<file path="src/rtl/ksa_shuffle_engine.sv">
`default_nettype none
// +--------------------------------------------------------------------------+
// | ksa_shuffle_engine : self-sequencing RC4 key schedule over a 1-port S RAM |
// | Revision 1.0                                                             |
// +--------------------------------------------------------------------------+
module ksa_shuffle_engine #(
  parameter int KEY_BYTES  = 3,
  parameter int RD_LATENCY = 1
) (
  input  logic                   CLOCK_50,
  input  logic                   reset,
  input  logic                   start,
  input  logic                   init_en,
  input  logic [KEY_BYTES*8-1:0] secret_key,
  input  logic [7:0]             mem_rdata,
  output logic [7:0]             mem_addr,
  output logic [7:0]             mem_wdata,
  output logic                   mem_we,
  output logic                   busy,
  output logic                   done
);

  localparam int            KW       = (KEY_BYTES > 1) ? $clog2(KEY_BYTES) : 1;
  localparam logic [KW-1:0] C_K_LAST = KW'(KEY_BYTES - 1);
  localparam logic [1:0]    C_W_LAST = 2'(RD_LATENCY - 1);

  typedef enum logic [3:0] {
    S_IDLE    = 4'd0,
    S_FILL    = 4'd1,
    S_RD_SI   = 4'd2,
    S_WAIT_SI = 4'd3,
    S_CALC_J  = 4'd4,
    S_RD_SJ   = 4'd5,
    S_WAIT_SJ = 4'd6,
    S_WR_SI   = 4'd7,
    S_WR_SJ   = 4'd8,
    S_NEXT    = 4'd9,
    S_DONE    = 4'd10
  } state_t;

  state_t                 r_state;
  state_t                 w_next;
  logic [7:0]             r_i;
  logic [7:0]             r_j;
  logic [7:0]             r_si;
  logic [7:0]             r_sj;
  logic [KW-1:0]          r_k;
  logic [1:0]             r_wcnt;
  logic [KEY_BYTES*8-1:0] r_key;
  logic [7:0]             w_key_byte;
  logic                   w_wait_last;

  assign w_wait_last = (r_wcnt == C_W_LAST);

  // key[0] sits in the most significant byte of the captured key
  always_comb begin
    w_key_byte = 8'h00;
    for (int n = 0; n < KEY_BYTES; n++) begin
      if (r_k == KW'(n)) w_key_byte = r_key[(KEY_BYTES-1-n)*8 +: 8];
    end
  end

  always_ff @(posedge CLOCK_50) begin
    if (reset) r_state <= S_IDLE;
    else       r_state <= w_next;
  end

  always_comb begin
    w_next    = r_state;
    mem_addr  = 8'h00;
    mem_wdata = 8'h00;
    mem_we    = 1'b0;
    busy      = (r_state != S_IDLE);
    done      = 1'b0;
    case (r_state)
      S_IDLE:    if (start) w_next = init_en ? S_FILL : S_RD_SI;
      S_FILL: begin
        mem_we    = 1'b1;
        mem_addr  = r_i;
        mem_wdata = r_i;
        if (r_i == 8'hFF) w_next = S_RD_SI;
      end
      S_RD_SI: begin
        mem_addr = r_i;
        w_next   = S_WAIT_SI;
      end
      S_WAIT_SI: begin
        mem_addr = r_i;
        if (w_wait_last) w_next = S_CALC_J;
      end
      S_CALC_J:  w_next = S_RD_SJ;
      S_RD_SJ: begin
        mem_addr = r_j;
        w_next   = S_WAIT_SJ;
      end
      S_WAIT_SJ: begin
        mem_addr = r_j;
        if (w_wait_last) w_next = S_WR_SI;
      end
      S_WR_SI: begin
        mem_we    = 1'b1;
        mem_addr  = r_i;
        mem_wdata = r_sj;
        w_next    = S_WR_SJ;
      end
      // when i == j this second write lands last and restores the same value
      S_WR_SJ: begin
        mem_we    = 1'b1;
        mem_addr  = r_j;
        mem_wdata = r_si;
        w_next    = S_NEXT;
      end
      S_NEXT:    w_next = (r_i == 8'hFF) ? S_DONE : S_RD_SI;
      S_DONE: begin
        done   = 1'b1;
        w_next = S_IDLE;
      end
      default:   w_next = S_IDLE;
    endcase
  end

  always_ff @(posedge CLOCK_50) begin
    if (reset) begin
      r_i    <= 8'h00;
      r_j    <= 8'h00;
      r_si   <= 8'h00;
      r_sj   <= 8'h00;
      r_k    <= '0;
      r_wcnt <= 2'd0;
      r_key  <= '0;
    end else begin
      case (r_state)
        S_IDLE: if (start) begin
          r_key  <= secret_key;
          r_i    <= 8'h00;
          r_j    <= 8'h00;
          r_k    <= '0;
          r_wcnt <= 2'd0;
        end
        S_FILL: r_i <= r_i + 8'd1;
        S_WAIT_SI: begin
          if (w_wait_last) begin
            r_si   <= mem_rdata;
            r_wcnt <= 2'd0;
          end else begin
            r_wcnt <= r_wcnt + 2'd1;
          end
        end
        S_CALC_J: r_j <= r_j + r_si + w_key_byte;
        S_WAIT_SJ: begin
          if (w_wait_last) begin
            r_sj   <= mem_rdata;
            r_wcnt <= 2'd0;
          end else begin
            r_wcnt <= r_wcnt + 2'd1;
          end
        end
        S_NEXT: if (r_i != 8'hFF) begin
          r_i <= r_i + 8'd1;
          r_k <= (r_k == C_K_LAST) ? '0 : r_k + 1'b1;
        end
        default: ;
      endcase
    end
  end

endmodule
`default_nettype wire

</file>
<file path="config.mk">
export PLATFORM = sky130hd
export DESIGN_NAME = ksa_shuffle_engine
export DESIGN_NICKNAME = d
export VERILOG_FILES = /design/src/rtl/ksa_shuffle_engine.sv
export SDC_FILE = /design/constraint.sdc
export NUM_CORES = 1
export LEC_CHECK = 0
export CORE_MARGIN = 4
export CORE_UTILIZATION = 40
export CTS_CLUSTER_SIZE = 14
export DETAILED_ROUTE_END_ITERATION = 10
export PLACE_DENSITY_LB_ADDON = 0.12
export SLEW_MARGIN = 15
export SYNTH_ARGS = -nofsm -noshare
export SYNTH_HDL_FRONTEND = slang
export SYNTH_SLANG_ARGS = --single-unit
</file>
<file path="constraint.sdc">
create_clock -name CLOCK_50 -period 3.2 [get_ports CLOCK_50]
set_input_delay 0.48 -clock CLOCK_50 [delete_from_list [all_inputs] [get_ports CLOCK_50]]
set_output_delay 0.48 -clock CLOCK_50 [all_outputs]
set_load 0.02 [all_outputs]
</file>
[Yosys cells after proc, flatten, opt, wreduce, memory -nomap -nowiden]
Cells that the tools add are included.
Cells by class
  reductions and logical operators: 20
  muxes and demuxes: 24
  add/subtract/negate cells: 5
  equal/unequal tests: 19
Operator list (number)
  8-bit case mux with 3 select lines: 2
  8-bit two-way mux: 5
  4-bit case mux with 10 select lines: 1
  8-bit case mux with 2 select lines: 2
  4-bit two-way mux: 5
  8-bit adder: 2
  4-bit by 3-bit equality test with 1-bit output, second input constant: 4
  4-bit equality test, second input constant: 3
  2-bit two-way mux: 5
  2-bit != test, second input constant: 5
  2-bit AND reduction: 5
  8-bit by 1-bit adder with 8-bit output, second input constant: 1
  4-bit by 2-bit equality test with 1-bit output, second input constant: 2
  8-bit equality test, second input constant: 1
  8-bit != test, second input constant: 1
  2-bit case mux with 2 select lines: 2
  3-bit AND reduction: 2
  2-bit nonzero test: 3
  3-bit OR reduction: 2
  2-bit by 1-bit adder with 2-bit output, second input constant: 2
  4-bit by 1-bit equality test with 1-bit output, second input constant: 1
  2-bit zero test: 2
  4-bit zero test: 1
  4-bit AND reduction: 1
  other kinds (7): 8
Storage, ports and cells
  flip-flop bits (word level): 64
  input bits: 36

[Depth between registers and ports, before layout]
  depth after elaboration: 6
  mapped depth: 13
  mapped depth without buffers: 12

[Worst setup path before layout]
Ideal clock, no wire load.
  kind: reg2reg
  from: register r_k[1]
  to: register r_j[7]
  data arrival time: 2.537 ns
  library setup time: 0.062 ns
  path slack: 0.601 ns
  clock period less this slack: 2.599 ns
  stages on the path, launching flop included: 14
  data required time: 3.138 ns
  cell sequence: dfxtp_1 and2b_1 buf_2 nand2_1 o21ai_0 fa_1 ha_1 inv_1 fa_1 nor2b_1 o31ai_1 a21oi_1 or4_1 nand3_1
On the way
  cells in the longest elaborated chain, start to end: 6
  elaborated cells on any way between the ends: 8
  classes of those cells: add/sub: 1; eq/ne: 2; mux: 4; reduce/logical: 1
Ends and longest elaborated chain
  start, declared: RTL line 47  | logic [KW-1:0] r_k;
  start signal, assigned: RTL line 160  | r_k <= (r_k == C_K_LAST) ? '0 : r_k + 1'b1;
  2-bit zero test: RTL line 59  | if (r_k == KW'(n)) w_key_byte = r_key[(KEY_BYTES-1-n)*8 +: 8];
  8-bit two-way mux (2 in series): RTL line 59
  8-bit two-way mux (*): RTL line 59
  8-bit adder (*): RTL line 149  | S_CALC_J: r_j <= r_j + r_si + w_key_byte;
  8-bit case mux with 2 select lines (*): RTL line 132  | case (r_state)
  end signal, assigned: RTL line 149
  end, declared: RTL line 44  | logic [7:0] r_j;
Mark *: on every way between the ends. The rest lies on a longest branch, timed or not.
A chain may end at the register's enable or synchronous reset.

[Worst setup path after layout]
  from: register r_state[0]
  to: output mem_wdata[1]
On the way
  cells in the longest elaborated chain, start to end: 2
  elaborated cells on any way between the ends: 4
  classes of those cells: eq/ne: 3; mux: 1
Ends and longest elaborated chain
  start, declared: RTL line 41  | state_t r_state;
  start signal, assigned: RTL line 65  | else r_state <= w_next;
  4-bit equality test, or another cell as far along: RTL line 75  | case (r_state)
  8-bit case mux with 3 select lines (*): RTL line 75
  end, declared: RTL line 17  | output logic [7:0] mem_wdata,
Marked as above.

==> impl_metrics.tcl <==
set metrics [dict create \
    tightest_slew_ps 732.4 \
    finalHoldViolations 0 \
    min_period_ps 3029 \
    setup-violations-final 0 \
    die-area_mm2 0.01019 \
    min_path_type "reg -> reg" \
    yosysWarningCount 0 \
    drive_gt1_frac 0.06809 \
    rr_startpoint "r_k[1]$_SDFFE_PP0P_" \
    path_max_fanout 9 \
    crit_chain "and2b_1 > and2_0 > a222oi_1 > inv_1 > clkdlybuf4s50_1" \
    slew_headroom 0.5102 \
    synthFlopType "dfxtp_1" \
    dpl_cell_area_mm2 0.004095 \
    dpl.hpwl_um 6610 \
    place.gp.congestion 0.8341 \
    crit_type "reg -> out" \
    cp_data_required_time_ps 2720 \
    worst_setup_path_end_kind "output port" \
    final_common_cell "nand2_1" \
    die_w_um 101.0 \
    status "complete, no violations" \
    vias 3109 \
    grt_pass1_wl_um 14920 \
    critical-path-max-stage-delay_ps 620 \
    grt_pass1_vias 3037 \
    crit_slowest_cell "clkdlybuf4s50_1" \
    cts_buffers 9 \
    fp.dieH_um 101.0 \
    whs_path_depth 2 \
    syn-cell-area_mm2 0.003456 \
    firstDrtPassIters 5 \
    nets 522 \
    numPortBuffers 54 \
    p_per_area_mw_per_mm2 522.6 \
    tns_ps 0 \
    cp.arrival_ps 2550 \
    clkTransAtPathRegs_ps 60 \
    stdcell_area_mm2 0.004245 \
    r2r_slack_ps 270 \
    ys_seq_area_frac 0.3707 \
    r2r_cells 12 \
    start_util 0.4164 \
    place_ws_ps 316.3 \
    drcViolationCount 0 \
    finalWorstSetupSlack_ps 171.0 \
    rsz0062_at_grt "no" \
    hold_slack_ps 458.7 \
    wl_per_cell_um 15.86 \
    min_period_over_period 0.9466 \
    routed_via_density 5.407 \
    wl_um 9121 \
    cts_setup_buffers 0 \
    cts_root_buffer "clkbuf_8" \
    cts_tree "built" \
    ir_drop_mv 0.2857 \
    total_leakage_power_nw 1.742 \
    mostFrequentLayoutCells "nand2_1 (66), dfxtp_1 (62), clkdlybuf4s50_1 (53), nor2_1 (41), a21oi_1 (41)" \
    avgSynthCellArea_um2 8.267 \
    core_mm2 0.008299 \
    antenna_found_initial 0 \
    synth-seq-cells 64 \
    ios 55 \
    holdPathEnd "r_key[22]$_SDFFE_PP0P_" \
    drv_slew 0 \
    r2r-end "r_j[7]$_SDFFE_PP0P_" \
    overflow 0 \
    htree_levels 3 \
    synth_edf_count 0 \
    area_delta_synth_final_pct 22.85 \
    ys_types 53 \
    grt_usage 0.1870 \
    min_from "r_key[22]$_SDFFE_PP0P_" \
    critPathLaunch "r_state[0]$_SDFFE_PP0P_" \
    crit_path_start_kind "flip-flop" \
    diodes 0 \
    num_rows 33 \
    ant_nets 0 \
    stdcell_count 575 \
    clock_latency_ps 330 \
    first_iter_violations 123 \
    cts.sinks 64 \
    max_freq_ghz 0.3301 \
    synthesis.nets 471 \
    syn_inst 418 \
    grt_max_degree 38 \
    clockBufferDepth 2 \
    skew_ps 4.569 \
    dp.cells 563 \
    cap_violations 0 \
    async_flop_share 0 \
]
[cell type report]
cell class / instances / area, µm²
multi-input cells: 309 / 1982
well taps: 105 / 131.4
clock inverters: 2 / 10.01
inverters: 18 / 67.56
flip-flops and latches: 64 / 1284
repair buffers: 67 / 633.1
clock buffers: 10 / 137.6
fillers: 818 / 4054
[per-layer routing]
layer,GRT usage,routed length [µm],share of wire
met1,0.2462,4097,0.45
met2,0.3018,4415,0.48
met3,0.04360,505,0.055
met4,0.06237,103,0.011
met5,0,0,0
[synth_stat cells, types with 4 or more instances]
master,instances,share of area
a21oi_1,41,0.059
nor2_1,41,0.045
nand3_1,14,0.020
mux2i_1,26,0.075
xnor2_1,8,0.020
inv_1,18,0.020
and3_1,4,0.0072
nor2b_1,4,0.0072
a222oi_1,8,0.023
ha_1,9,0.033
dfxtp_1,64,0.37
nor3b_1,4,0.0087
a22o_1,8,0.020
nand4_1,5,0.0091
o21ai_0,13,0.019
clkbuf_1,14,0.015
buf_2,10,0.014
nor3_1,6,0.0087
fa_1,8,0.046
nand2b_1,6,0.011
nand2_1,66,0.072
[critical path: cells and delay by family (launching register included)]
family / cells / cell delay (ps)
AOI/OAI and AO/OA: 1 / 230
buffers and inverters: 2 / 720
DFF: 1 / 480
and+or+nand+nor: 2 / 780
[cells by family (layout without fill, tap and decap cells)]
group,after synthesis,after routing,synth area share
adders and majority gates,17,17,0.07893
buffers and inverters,45,97,0.05576
muxes,26,26,0.07531
and+or+nand+nor,164,164,0.2230
xor gates and xnor gates,11,11,0.02788
DFF,64,64,0.3707
AOI/OAI and AO/OA,91,91,0.1684
[power breakdown]
group          leakage, nW  internal, mW  switching (mW)  total (mW)
Sequential           0.520         0.877          0.0937       0.971
Combinational         1.14         0.278           0.399       0.677
Clock               0.0797         0.282           0.288       0.570
[metrics by stage]
stage	util	power, mW
after floorplan	-	1.432
after global placement	0.4934	1.655
after detailed placement	0.4934	1.659
after CTS	0.5112	2.235
after global routing	0.5115	2.362
final	0.5115	2.219
[how the worst max path moves through the flow]
stage,endpoint,slack (ps),cells after the start
2_1_floorplan,r_j[7]$_SDFFE_PP0P_,600,13
3_3_place_gp,mem_wdata[6],450,6
3_5_place_dp,r_j[7]$_SDFFE_PP0P_,320,12
4_1_cts,mem_wdata[6],80,6
5_1_grt,mem_wdata[0],30,5
6_report,mem_wdata[1],170,5
[what timing repair did]
action | in CTS | in global routing
endpoints found under the setup margin | 0 | 7
hold buffers | 0 | 0
resized for setup | 0 | 2
[state kept, by name, summed over array words and instances, names as in the netlist]
| name | count |
|---|---|
| r_k | 2 |
| r_key | 24 |
| r_state | 4 |
| r_si | 8 |
| r_sj | 8 |
| r_wcnt | 2 |
| r_i | 8 |
| r_j | 8 |
(Power assumes the default switching activity.)
